<file path="config.mk">
export PLATFORM = sky130hd
export DESIGN_NAME = input_port
export DESIGN_NICKNAME = d
export VERILOG_FILES = /design/src/rtl/input_port_pkg.sv /design/src/rtl/input_port_buffer.sv /design/src/rtl/input_port.sv
export SDC_FILE = /design/constraint.sdc
export NUM_CORES = 1
export LEC_CHECK = 0
export ABC_AREA = 1
export CORE_MARGIN = 1.5
export CORE_UTILIZATION = 65
export CTS_BUF_LIST = sky130_fd_sc_hd__clkbuf_16
export DETAILED_ROUTE_END_ITERATION = 10
export HOLD_SLACK_MARGIN = 0.03
export PLACE_DENSITY = 0.85
export SYNTH_ARGS = -nofsm -noshare
export SYNTH_HDL_FRONTEND = slang
export SYNTH_HIERARCHICAL = 1
export SYNTH_SLANG_ARGS = --single-unit
</file>
<file path="constraint.sdc">
create_clock -name clk -period 5.05 [get_ports clk]
set_input_delay 0.7575 -clock clk [delete_from_list [all_inputs] [get_ports clk]]
set_output_delay 0.7575 -clock clk [all_outputs]
set_load 0.01 [all_outputs]
</file>
<file path="src/rtl/input_port_pkg.sv">
// Shared NoC parameters and types (package noc_params) used by the input port, its buffers and
// benches.
package noc_params;

    localparam int unsigned MESH_SIZE_X       = 4;
    localparam int unsigned MESH_SIZE_Y       = 4;
    localparam int unsigned VC_NUM            = 2;
    localparam int unsigned VC_SIZE           = $clog2(VC_NUM);
    localparam int unsigned DEST_ADDR_SIZE_X  = $clog2(MESH_SIZE_X);
    localparam int unsigned DEST_ADDR_SIZE_Y  = $clog2(MESH_SIZE_Y);
    localparam int unsigned FLIT_DATA_SIZE    = 16;
    localparam int unsigned HEAD_PAYLOAD_SIZE = FLIT_DATA_SIZE - DEST_ADDR_SIZE_X
                                                - DEST_ADDR_SIZE_Y;

    typedef enum logic [1:0] {HEAD, BODY, TAIL, HEAD_TAIL} flit_label_t;

    typedef enum logic [2:0] {LOCAL, NORTH, SOUTH, WEST, EAST} port_t;

    // Head flits carry {x_dest, y_dest, payload} in data; other flits carry raw data.
    typedef struct packed {
        flit_label_t               flit_label;
        logic [VC_SIZE-1:0]        vc_id;
        logic [FLIT_DATA_SIZE-1:0] data;
    } flit_t;

    // Encoded so that every legal state is one-hot or zero.
    typedef enum logic [1:0] {
        StIdle   = 2'b00,
        StVa     = 2'b01,
        StActive = 2'b10
    } vc_state_t;

    function automatic logic is_head(input flit_label_t label);
        return (label == HEAD) || (label == HEAD_TAIL);
    endfunction

    function automatic logic is_tail(input flit_label_t label);
        return (label == TAIL) || (label == HEAD_TAIL);
    endfunction

    function automatic logic [DEST_ADDR_SIZE_X-1:0] x_dest(input flit_t f);
        return f.data[FLIT_DATA_SIZE-1 -: DEST_ADDR_SIZE_X];
    endfunction

    function automatic logic [DEST_ADDR_SIZE_Y-1:0] y_dest(input flit_t f);
        return f.data[HEAD_PAYLOAD_SIZE +: DEST_ADDR_SIZE_Y];
    endfunction

endpackage

</file>
<file path="src/rtl/input_port_buffer.sv">
// input_buffer: one virtual channel's flit FIFO plus its IDLE/VA/ACTIVE packet state machine.
// Optional checks are compiled in with INPUT_PORT_ASSERTIONS_EN.
module input_buffer
    import noc_params::*;
#(
    parameter int unsigned BUFFER_SIZE    = 8,
    parameter int unsigned PIPELINE_DEPTH = 5
) (
    input  logic               clk,
    input  logic               rst,
    input  flit_t              data_i,
    input  logic               write_i,
    input  logic               read_i,
    input  logic [VC_SIZE-1:0] vc_new_i,
    input  logic               vc_valid_i,
    output flit_t              flit_o,
    output logic [VC_SIZE-1:0] vc_new_o,
    output logic               head_wr_o,
    output logic               on_off_o,
    output logic               vc_allocatable_o,
    output logic               vc_request_o,
    output logic               is_full_o,
    output logic               is_empty_o
);

    localparam int unsigned PtrW     = (BUFFER_SIZE > 1) ? $clog2(BUFFER_SIZE) : 1;
    localparam int unsigned CntW     = $clog2(BUFFER_SIZE + 1);
    localparam int unsigned OnOffThr = (BUFFER_SIZE > PIPELINE_DEPTH) ?
                                       (BUFFER_SIZE - PIPELINE_DEPTH) : 0;

    flit_t              mem_q [BUFFER_SIZE];
    logic [PtrW-1:0]    wr_ptr_q, wr_ptr_d, rd_ptr_q, rd_ptr_d;
    logic [CntW-1:0]    count_q, count_d;
    vc_state_t          state_q, state_d;
    logic [VC_SIZE-1:0] vc_new_q, vc_new_d;
    logic               wr_legal, wr_en, rd_en;
    flit_t              front;

    assign is_full_o        = (count_q == CntW'(BUFFER_SIZE));
    assign is_empty_o       = (count_q == '0);
    assign on_off_o         = (count_q <= CntW'(OnOffThr));
    assign vc_request_o     = (state_q == StVa);
    assign vc_allocatable_o = (state_q == StIdle);
    assign vc_new_o         = vc_new_q;

    assign front  = mem_q[rd_ptr_q];
    assign flit_o = is_empty_o ? '0 : front;

    // Heads open a packet only from IDLE; body/tail only continue an open packet.
    assign wr_legal  = is_head(data_i.flit_label) ? (state_q == StIdle) : (state_q != StIdle);
    assign wr_en     = write_i && wr_legal && !is_full_o;
    assign rd_en     = read_i && (state_q == StActive) && !is_empty_o;
    assign head_wr_o = wr_en && is_head(data_i.flit_label);

    always_comb begin
        wr_ptr_d = wr_ptr_q;
        rd_ptr_d = rd_ptr_q;
        count_d  = count_q;
        if (wr_en) begin
            wr_ptr_d = (wr_ptr_q == PtrW'(BUFFER_SIZE - 1)) ? '0 : wr_ptr_q + PtrW'(1);
        end
        if (rd_en) begin
            rd_ptr_d = (rd_ptr_q == PtrW'(BUFFER_SIZE - 1)) ? '0 : rd_ptr_q + PtrW'(1);
        end
        if (wr_en && !rd_en) begin
            count_d = count_q + CntW'(1);
        end else if (rd_en && !wr_en) begin
            count_d = count_q - CntW'(1);
        end
    end

    always_comb begin
        state_d  = state_q;
        vc_new_d = vc_new_q;
        unique case (state_q)
            StIdle: begin
                if (wr_en) begin
                    state_d = StVa;
                end
            end
            StVa: begin
                if (vc_valid_i) begin
                    state_d  = StActive;
                    vc_new_d = vc_new_i;
                end
            end
            StActive: begin
                if (rd_en && is_tail(front.flit_label)) begin
                    state_d  = StIdle;
                    vc_new_d = '0;
                end
            end
            default: begin
                state_d  = StIdle;
                vc_new_d = '0;
            end
        endcase
    end

    always_ff @(posedge clk or posedge rst) begin
        if (rst) begin
            wr_ptr_q <= '0;
            rd_ptr_q <= '0;
            count_q  <= '0;
            state_q  <= StIdle;
            vc_new_q <= '0;
        end else begin
            wr_ptr_q <= wr_ptr_d;
            rd_ptr_q <= rd_ptr_d;
            count_q  <= count_d;
            state_q  <= state_d;
            vc_new_q <= vc_new_d;
        end
    end

    // Storage needs no reset: the empty flag masks stale contents.
    always_ff @(posedge clk) begin
        if (wr_en) begin
            mem_q[wr_ptr_q] <= data_i;
        end
    end

`ifdef INPUT_PORT_ASSERTIONS_EN
    a_no_full_write: assert property (@(posedge clk) disable iff (rst)
        !(wr_en && (count_q == CntW'(BUFFER_SIZE))));
    a_no_empty_pop: assert property (@(posedge clk) disable iff (rst)
        !(rd_en && (count_q == '0)));
    a_state_onehot0: assert property (@(posedge clk) disable iff (rst)
        $onehot0(state_q));
    a_request_not_empty: assert property (@(posedge clk) disable iff (rst)
        vc_request_o |-> !is_empty_o);
`else
    // Checks compiled out; datapath and control are unchanged.
`endif

endmodule

</file>
<file path="src/rtl/input_port.sv">
// input_port: VC_NUM input_buffer instances, XY route latch per VC and the switch-side output mux.
// Define INPUT_PORT_ASSERTIONS_EN to compile in the buffer protocol checks.
module input_port
    import noc_params::*;
#(
    parameter int unsigned BUFFER_SIZE    = 8,
    parameter int unsigned PIPELINE_DEPTH = 5,
    parameter int unsigned X_CURRENT      = MESH_SIZE_X / 2,
    parameter int unsigned Y_CURRENT      = MESH_SIZE_Y / 2
) (
    input  logic                            clk,
    input  logic                            rst,
    input  flit_t                           data_i,
    input  logic                            valid_flit_i,
    input  logic [VC_SIZE-1:0]              vc_sel_i,
    input  logic                            valid_sel_i,
    input  logic [VC_NUM-1:0][VC_SIZE-1:0]  vc_new_i,
    input  logic [VC_NUM-1:0]               vc_valid_i,
    output flit_t                           flit_o,
    output logic [VC_NUM-1:0]               on_off_o,
    output logic [VC_NUM-1:0]               vc_allocatable_o,
    output logic [VC_NUM-1:0]               vc_request_o,
    output logic [VC_NUM-1:0]               is_full_o,
    output logic [VC_NUM-1:0]               is_empty_o,
    output port_t [VC_NUM-1:0]              out_port_o
);

    flit_t              buf_flit   [VC_NUM];
    logic [VC_SIZE-1:0] buf_vc_new [VC_NUM];
    logic [VC_NUM-1:0]  head_wr;
    logic [VC_NUM-1:0]  wr_sel, rd_sel;

    function automatic port_t route(input flit_t f);
        logic [31:0] xd, yd;
        xd = 32'(x_dest(f));
        yd = 32'(y_dest(f));
        if (xd > X_CURRENT) return EAST;
        if (xd < X_CURRENT) return WEST;
        if (yd > Y_CURRENT) return SOUTH;
        if (yd < Y_CURRENT) return NORTH;
        return LOCAL;
    endfunction

    for (genvar v = 0; v < VC_NUM; v++) begin : g_vc
        port_t out_port_q;

        assign wr_sel[v] = valid_flit_i && (data_i.vc_id == VC_SIZE'(v));
        assign rd_sel[v] = valid_sel_i && (vc_sel_i == VC_SIZE'(v));

        input_buffer #(
            .BUFFER_SIZE    (BUFFER_SIZE),
            .PIPELINE_DEPTH (PIPELINE_DEPTH)
        ) u_buf (
            .clk              (clk),
            .rst              (rst),
            .data_i           (data_i),
            .write_i          (wr_sel[v]),
            .read_i           (rd_sel[v]),
            .vc_new_i         (vc_new_i[v]),
            .vc_valid_i       (vc_valid_i[v]),
            .flit_o           (buf_flit[v]),
            .vc_new_o         (buf_vc_new[v]),
            .head_wr_o        (head_wr[v]),
            .on_off_o         (on_off_o[v]),
            .vc_allocatable_o (vc_allocatable_o[v]),
            .vc_request_o     (vc_request_o[v]),
            .is_full_o        (is_full_o[v]),
            .is_empty_o       (is_empty_o[v])
        );

        // Route is held for the whole packet; only an accepted head updates it.
        always_ff @(posedge clk or posedge rst) begin
            if (rst) begin
                out_port_q <= LOCAL;
            end else if (head_wr[v]) begin
                out_port_q <= route(data_i);
            end
        end

        assign out_port_o[v] = out_port_q;
    end

    always_comb begin
        flit_o = '0;
        for (int unsigned v = 0; v < VC_NUM; v++) begin
            if ((vc_sel_i == VC_SIZE'(v)) && !is_empty_o[v]) begin
                flit_o       = buf_flit[v];
                flit_o.vc_id = buf_vc_new[v];
            end
        end
    end

endmodule

</file>
==> results of run 1 <==
## state kept, by name (all words and copies together), names as in the netlist
name                 count
g_vc.out_port_q          6
g_vc.u_buf/wr_ptr_q      6
g_vc.u_buf/mem_q       288
g_vc.u_buf/rd_ptr_q      6
g_vc.u_buf/count_q       8
g_vc.u_buf/vc_new_o      2
g_vc.u_buf/state_q       4
## worst reg2reg max path, stage by stage (launching register included)
cell	delay, ps
sky130_fd_sc_hd__dfrtp_1	420
sky130_fd_sc_hd__nor2_1	100
sky130_fd_sc_hd__nand2_2	360
sky130_fd_sc_hd__inv_2	180
sky130_fd_sc_hd__nor2_4	220
sky130_fd_sc_hd__inv_1	90
sky130_fd_sc_hd__ha_1	180
sky130_fd_sc_hd__inv_1	140
sky130_fd_sc_hd__ha_1	290
sky130_fd_sc_hd__a21oi_1	150
sky130_fd_sc_hd__nand2_1	80
sky130_fd_sc_hd__a21oi_1	130
sky130_fd_sc_hd__o21ai_0	120
sky130_fd_sc_hd__xor2_1	150
## power by group
| group | switching [W] | internal, W |
|---|---|---|
| Sequential | 0.000187 | 0.00313 |
| Clock | 0.000926 | 0.00120 |
| Combinational | 0.00213 | 0.00113 |
| Total | 0.00325 | 0.00546 |
## how the worst max path moves through the flow
| stage | end | slack, ps | cells past startpoint |
|---|---|---|---|
| 2_1_floorplan | g_vc[0].u_buf/mem_q[6][0]$_DFFE_PP_ | 2100 | 5 |
| 3_3_place_gp | g_vc[0].u_buf/count_q[3]$_DFFE_PP0P_ | 1240 | 13 |
| 3_5_place_dp | g_vc[0].u_buf/count_q[3]$_DFFE_PP0P_ | 1090 | 13 |
| 4_1_cts | flit_o[14] | 900 | 9 |
| 5_1_grt | flit_o[14] | 720 | 9 |
| 6_report | flit_o[18] | 810 | 7 |
## metal layers
metal  up-vias  GRT usage
met5         -          0
met4         2      0.103
met3        70     0.0475
met2       540      0.502
met1      4452      0.412
li1       4168          -
## cell type report
cell class,count,area [um^2]
tap,270,338
fill,1240,5030
sequential,320,9450
multi-input combinational,696,3490
clock buffer,31,776
timing repair buffer,88,816
clock inverter,24,156
inverter,65,246
## through the flow
step	setup WS, ps	util
floorplan	2100	-
global route	715	0.752
global placement	1240	0.706
CTS	901	0.752
detailed placement	1090	0.706
finish	807	0.752
==> results.sh, run 1 <==
export IMPL_finalClockSkew_ps=8.41
export IMPL_clock_root_buffer="sky130_fd_sc_hd__clkbuf_16"
export IMPL_post_cts_setup_buffers=0
export IMPL_design_core_area_um2=20300
export IMPL_die_area_um2=21600
export IMPL_final_max_slew_violation_count=0
export IMPL_tritoncts_buffers=30
export IMPL_detailroute_via_count=9232
export IMPL_cts_hold_buf=0
export IMPL_drcViolationCount=0
export IMPL_met2_length_mm=15.8
export IMPL_layout_nets=1245
export IMPL_final_common_cell="sky130_fd_sc_hd__edfxtp_1"
export IMPL_regToRegSetupSlack_ps=2320
export IMPL_htree_num_levels=1
export IMPL_synth_avg_cell_area_um2=11.8
export IMPL_vdd_drop_max_mv=0.462
export IMPL_top_layer="met5"
export IMPL_power_density_nw_per_um2=570
export IMPL_cts_num_sinks=320
export IMPL_finalHoldViolCount=0
export IMPL_antenna_violations_before_repair=1
export IMPL_timing_critical_path_cells="inv_1, nand3_2, nand2_1, nor2_1, nand3_1, nand2_1, clkdlybuf4s50_1"
export IMPL_rr_startpoint="g_vc[1].u_buf/count_q[0]$_DFFE_PP0P_"
export IMPL_synthesis_yosys_warnings=6
export IMPL_met3_length_mm=3.09
export IMPL_crit_path_top_delay_cell="sky130_fd_sc_hd__dfrtp_1"
export IMPL_synth_area_um2=13500
export IMPL_worstSetupStartpoint="g_vc[1].u_buf/rd_ptr_q[2]$_DFFE_PP0P_"
export IMPL_layout_min_cycle_time_ps=4240
export IMPL_dieWidth_um=147
export IMPL_syn_num_nets=1188
export IMPL_io_pin_count=63
export IMPL_wl_met1_mm=12.4
export IMPL_routed_wl_mm=32.0
export IMPL_hold_start="g_vc[0].u_buf/vc_new_o$_DFFE_PP0P_"
export IMPL_wire_length_of_the_first_global_routing_pass_mm=49.5
export IMPL_antenna_violating_nets_post_route=0
export IMPL_design_power_total_w=0.00871
export IMPL_hold_path_depth=2
export IMPL_grt_start_max_net_pins=74
export IMPL_pin_slew_with_the_least_headroom_to_its_limit_ps=1000
export IMPL_fin_setup_tns_ps=0
export IMPL_drt_wirelength_per_cell_um=21.4
export IMPL_io_buffers=62
export IMPL_timing_setup_critical_path_class="register to output pin"
export IMPL_detailedRoute_firstIterationViolations=1152
export IMPL_vias_per_cell=6.18
export IMPL_cp_common_cell="sky130_fd_sc_hd__nand2_1"
export IMPL_rsz0062_at_grt="no"
export IMPL_critical_path_data_arrival_time_ps=3490
export IMPL_gp_congestion=0.846
export IMPL_clkSlewWorstSetupHoldPaths_ps=60
export IMPL_cts_tree="built"
export IMPL_drt_pre_antenna_iters=5
export IMPL_holdCritPathClass="register to register"
export IMPL_placementRows=52
export IMPL_finish_cell_count_without_fillers=1494
export IMPL_layout_cells_most_common_list="sky130_fd_sc_hd__edfxtp_1, sky130_fd_sc_hd__nor2_1, sky130_fd_sc_hd__o21ai_0, sky130_fd_sc_hd__nand2_1, sky130_fd_sc_hd__o22ai_1"
export IMPL_total_leakage_power_nw=5.48
export IMPL_fin_hold_ws_ps=490
export IMPL_finalCritPeriodShare=0.840
export IMPL_clkLatencyLatePin_ps=540
export IMPL_floorplan_initialDensity=0.663
export IMPL_die_h_um=147
export IMPL_cts_resized=0
export IMPL_n_antenna_cell=0
export IMPL_cp_slowest_stage_delay_ps=920
export IMPL_grt_overflow_total=0
export IMPL_worst_slew_margin_rel=0.328
export IMPL_data_required_time_of_the_critical_path_ps=4290
export IMPL_cts_path_max_buffers=3
export IMPL_post_route_cells_drive_above_1_share=0.0907
export IMPL_reg2regPathDepth=13
export IMPL_first_global_vias=9223
export IMPL_worst_path_dominant_cell_family="buffers and inverters"
export IMPL_finalInstanceArea_um2=15300
export IMPL_layout_area_overhead_vs_synth_pct=13.4
export IMPL_cp_num_buf_inv=2
export IMPL_r2r_end="g_vc[1].u_buf/count_q[3]$_DFFE_PP0P_"
export IMPL_critical_path_endpoint_type="output pin"
export IMPL_detailed_place_hpwl_mm=18.3
export IMPL_synthesis_instances=1144
export IMPL_cp_start_kind="register"
export IMPL_status="finished, final reports clean"
export IMPL_crit_path_max_fanout=20
export IMPL_hold_path_end="g_vc[0].u_buf/vc_new_o$_DFFE_PP0P_"
export IMPL_maxCapViolations=0
export IMPL_setup_violations=0
export IMPL_maxClockFrequency_mhz=236
export IMPL_post_place_cells=1439
export IMPL_groute_usage_overall=0.302
export IMPL_dpl_cell_area_um2=14300
No activity file was read; power rests on OpenSTA's default activity.
==> inputs of run 2 (changes only) <==
--- a/config.mk
+++ b/config.mk
@@ -7,11 +7,11 @@
 export LEC_CHECK = 0
 export ABC_AREA = 1
 export CORE_MARGIN = 1.5
-export CORE_UTILIZATION = 65
+export CORE_UTILIZATION = 60
 export CTS_BUF_LIST = sky130_fd_sc_hd__clkbuf_16
 export DETAILED_ROUTE_END_ITERATION = 10
 export HOLD_SLACK_MARGIN = 0.03
-export PLACE_DENSITY = 0.85
+export PLACE_DENSITY = 0.79
 export SYNTH_ARGS = -nofsm -noshare
 export SYNTH_HDL_FRONTEND = slang
 export SYNTH_HIERARCHICAL = 1
==> constraint.sdc (replaced) <==
create_clock -name clk -period 4.3 [get_ports clk]
set_input_delay 0.645 -clock clk [delete_from_list [all_inputs] [get_ports clk]]
set_output_delay 0.645 -clock clk [all_outputs]
set_load 0.01 [all_outputs]
==> run 2 against run 1 <==
Design area rose by 1.1%. Clock power increased by 30%. Register-to-register slack got worse by 780 ps. Cell count is 1.1% higher. Non-clock buffer count increased by 5. Utilization is 4.7 points lower.
==> results.sh, run 2 (synthesis results as in run 1) <==
export IMPL_post_place_cells=1454
export IMPL_cts_num_sinks=320
export IMPL_finalHoldViolCount=0
export IMPL_status="finished, final reports clean"
export IMPL_power_density_nw_per_um2=674
export IMPL_dieWidth_um=153
export IMPL_drt_pre_antenna_iters=5
export IMPL_layout_min_cycle_time_ps=3950
export IMPL_timing_setup_critical_path_class="register to output pin"
export IMPL_dp_slack_ps=737
export IMPL_design_core_area_um2=21900
export IMPL_finish_cell_count_without_fillers=1511
export IMPL_placementRows=54
export IMPL_setup_violations=0
export IMPL_groute_usage_overall=0.265
export IMPL_routed_wl_mm=30.7
export IMPL_tritoncts_buffers=30
export IMPL_finalCritPeriodShare=0.919
export IMPL_detailedRoute_firstIterationViolations=1230
export IMPL_cts_hold_buf=0
export IMPL_final_max_slew_violation_count=0
export IMPL_finalCoreUtilization=0.705
export IMPL_first_global_vias=8929
export IMPL_cts_resized=0
export IMPL_rsz0062_at_grt="no"
export IMPL_data_required_time_of_the_critical_path_ps=3650
export IMPL_maxCapViolations=0
export IMPL_multi_input_gate_area_um2=3490
export IMPL_detailroute_via_count=8984
export IMPL_fin_setup_tns_ps=0
export IMPL_die_area_um2=23300
export IMPL_wire_length_of_the_first_global_routing_pass_mm=48.0
export IMPL_clkLatencyLatePin_ps=550
export IMPL_post_route_cells_drive_above_1_share=0.101
export IMPL_antenna_violations_before_repair=2
export IMPL_rr_startpoint="g_vc[1].u_buf/count_q[0]$_DFFE_PP0P_"
export IMPL_cts_tree="built"
export IMPL_vdd_drop_max_mv=0.386
export IMPL_clkSlewWorstSetupHoldPaths_ps=60
export IMPL_holdCritPathClass="input port to async pin"
export IMPL_post_route_worst_setup_slack_ps=349
export IMPL_drt_wirelength_per_cell_um=20.3
export IMPL_floorplan_initialDensity=0.615
export IMPL_antenna_violating_nets_post_route=0
export IMPL_io_pin_count=63
export IMPL_flip_flop_count_of_the_largest_register_all_copies_and_words_added=288
export IMPL_total_leakage_power_nw=5.56
export IMPL_critical_path_endpoint_type="output pin"
export IMPL_maxClockFrequency_mhz=253
export IMPL_r2r_end="g_vc[1].u_buf/count_q[3]$_DFFE_PP0P_"
export IMPL_regArea_um2=9450
export IMPL_reg2regPathDepth=13
export IMPL_layout_nets=1250
export IMPL_regToRegSetupSlack_ps=1540
export IMPL_clock_root_buffer="sky130_fd_sc_hd__clkbuf_16"
export IMPL_drcViolationCount=0
export IMPL_cp_start_kind="register"
export IMPL_final_common_cell="sky130_fd_sc_hd__edfxtp_1"
export IMPL_finalClockSkew_ps=11.7
export IMPL_crit_path_max_fanout=39
export IMPL_post_cts_setup_buffers=0
export IMPL_critical_path_data_arrival_time_ps=3310
export IMPL_detailed_place_hpwl_mm=17.9
export IMPL_reg_largest_list="g_vc.u_buf/mem_q x288, g_vc.u_buf/count_q x8"
export IMPL_layout_area_overhead_vs_synth_pct=14.7
export IMPL_layout_cells_most_common_list="sky130_fd_sc_hd__edfxtp_1, sky130_fd_sc_hd__nor2_1, sky130_fd_sc_hd__o21ai_0, sky130_fd_sc_hd__nand2_1, sky130_fd_sc_hd__o22ai_1"
export IMPL_cts_path_max_buffers=3
export IMPL_io_buffers=62
export IMPL_worst_slew_margin_rel=0.466
export IMPL_grt_start_max_net_pins=74
export IMPL_pin_slew_with_the_least_headroom_to_its_limit_ps=799
export IMPL_htree_num_levels=1
export IMPL_vias_per_cell=5.95
export IMPL_registers_top_by_ff_count="g_vc.u_buf/mem_q"
export IMPL_die_h_um=153
export IMPL_gp_congestion=0.830
export IMPL_grt_overflow_total=0
export IMPL_fillerInstances=1466
-- run 2: worst max-delay path by stage --
stage	slack, ps	cells past startpoint	startpoint	end
floorplan	1470	5	data_i[18]	g_vc[0].u_buf/mem_q[6][0]$_DFFE_PP_
global placement	830	14	data_i[17]	g_vc[1].u_buf/count_q[3]$_DFFE_PP0P_
detailed placement	740	14	data_i[17]	g_vc[1].u_buf/count_q[3]$_DFFE_PP0P_
CTS	380	9	g_vc[0].u_buf/rd_ptr_q[0]$_DFFE_PP0P_	flit_o[2]
global route	160	9	g_vc[0].u_buf/rd_ptr_q[0]$_DFFE_PP0P_	flit_o[6]
finish	350	9	g_vc[0].u_buf/rd_ptr_q[0]$_DFFE_PP0P_	flit_o[2]
-- run 2: final cells by class --
cell class,count,area share
clock inverter,25,0.0177
timing repair buffer,93,0.0553
tap,280,0.0227
sequential,320,0.612
multi-input combinational,696,0.226
clock buffer,31,0.0502
antenna,1,0.000162
inverter,65,0.0160
-- run 2: per-layer routing --
| metal | vias up | track usage | routed length, um |
|---|---|---|---|
| li1 | 4181 | - | - |
| met1 | 4286 | 0.367 | 12000 |
| met2 | 444 | 0.432 | 14700 |
| met3 | 71 | 0.0407 | 2850 |
| met4 | 2 | 0.0971 | 1050 |
| met5 | - | 0 | 17 |
-- run 2: power by group --
group          total [W]  internal (W)  switching (W)
Sequential       0.00388       0.00367       0.000209
Clock            0.00277       0.00166        0.00111
Combinational    0.00376       0.00134        0.00242
Total             0.0104       0.00668        0.00373
-- run 2: worst max-delay path: stages (launching register included) --
cell,delay (ps)
sky130_fd_sc_hd__dfrtp_2,650
sky130_fd_sc_hd__inv_2,380
sky130_fd_sc_hd__buf_4,400
sky130_fd_sc_hd__o21ai_0,130
sky130_fd_sc_hd__o22ai_1,110
sky130_fd_sc_hd__o21ai_0,140
sky130_fd_sc_hd__nor2_1,240
sky130_fd_sc_hd__nand2_1,90
sky130_fd_sc_hd__nand2_1,80
sky130_fd_sc_hd__clkdlybuf4s50_1,520
-- run 2: per-stage QoR --
step / hold slack (ps) / cell area [um^2] / power [W]
2_1_floorplan: 436 / 13500 / 0.00637
3_3_place_gp: 460 / 14400 / 0.00752
3_5_place_dp: 466 / 14400 / 0.00764
4_1_cts: 369 / 15400 / 0.0104
5_1_grt: 421 / 15400 / 0.0110
6_report: 371 / 15400 / 0.0104
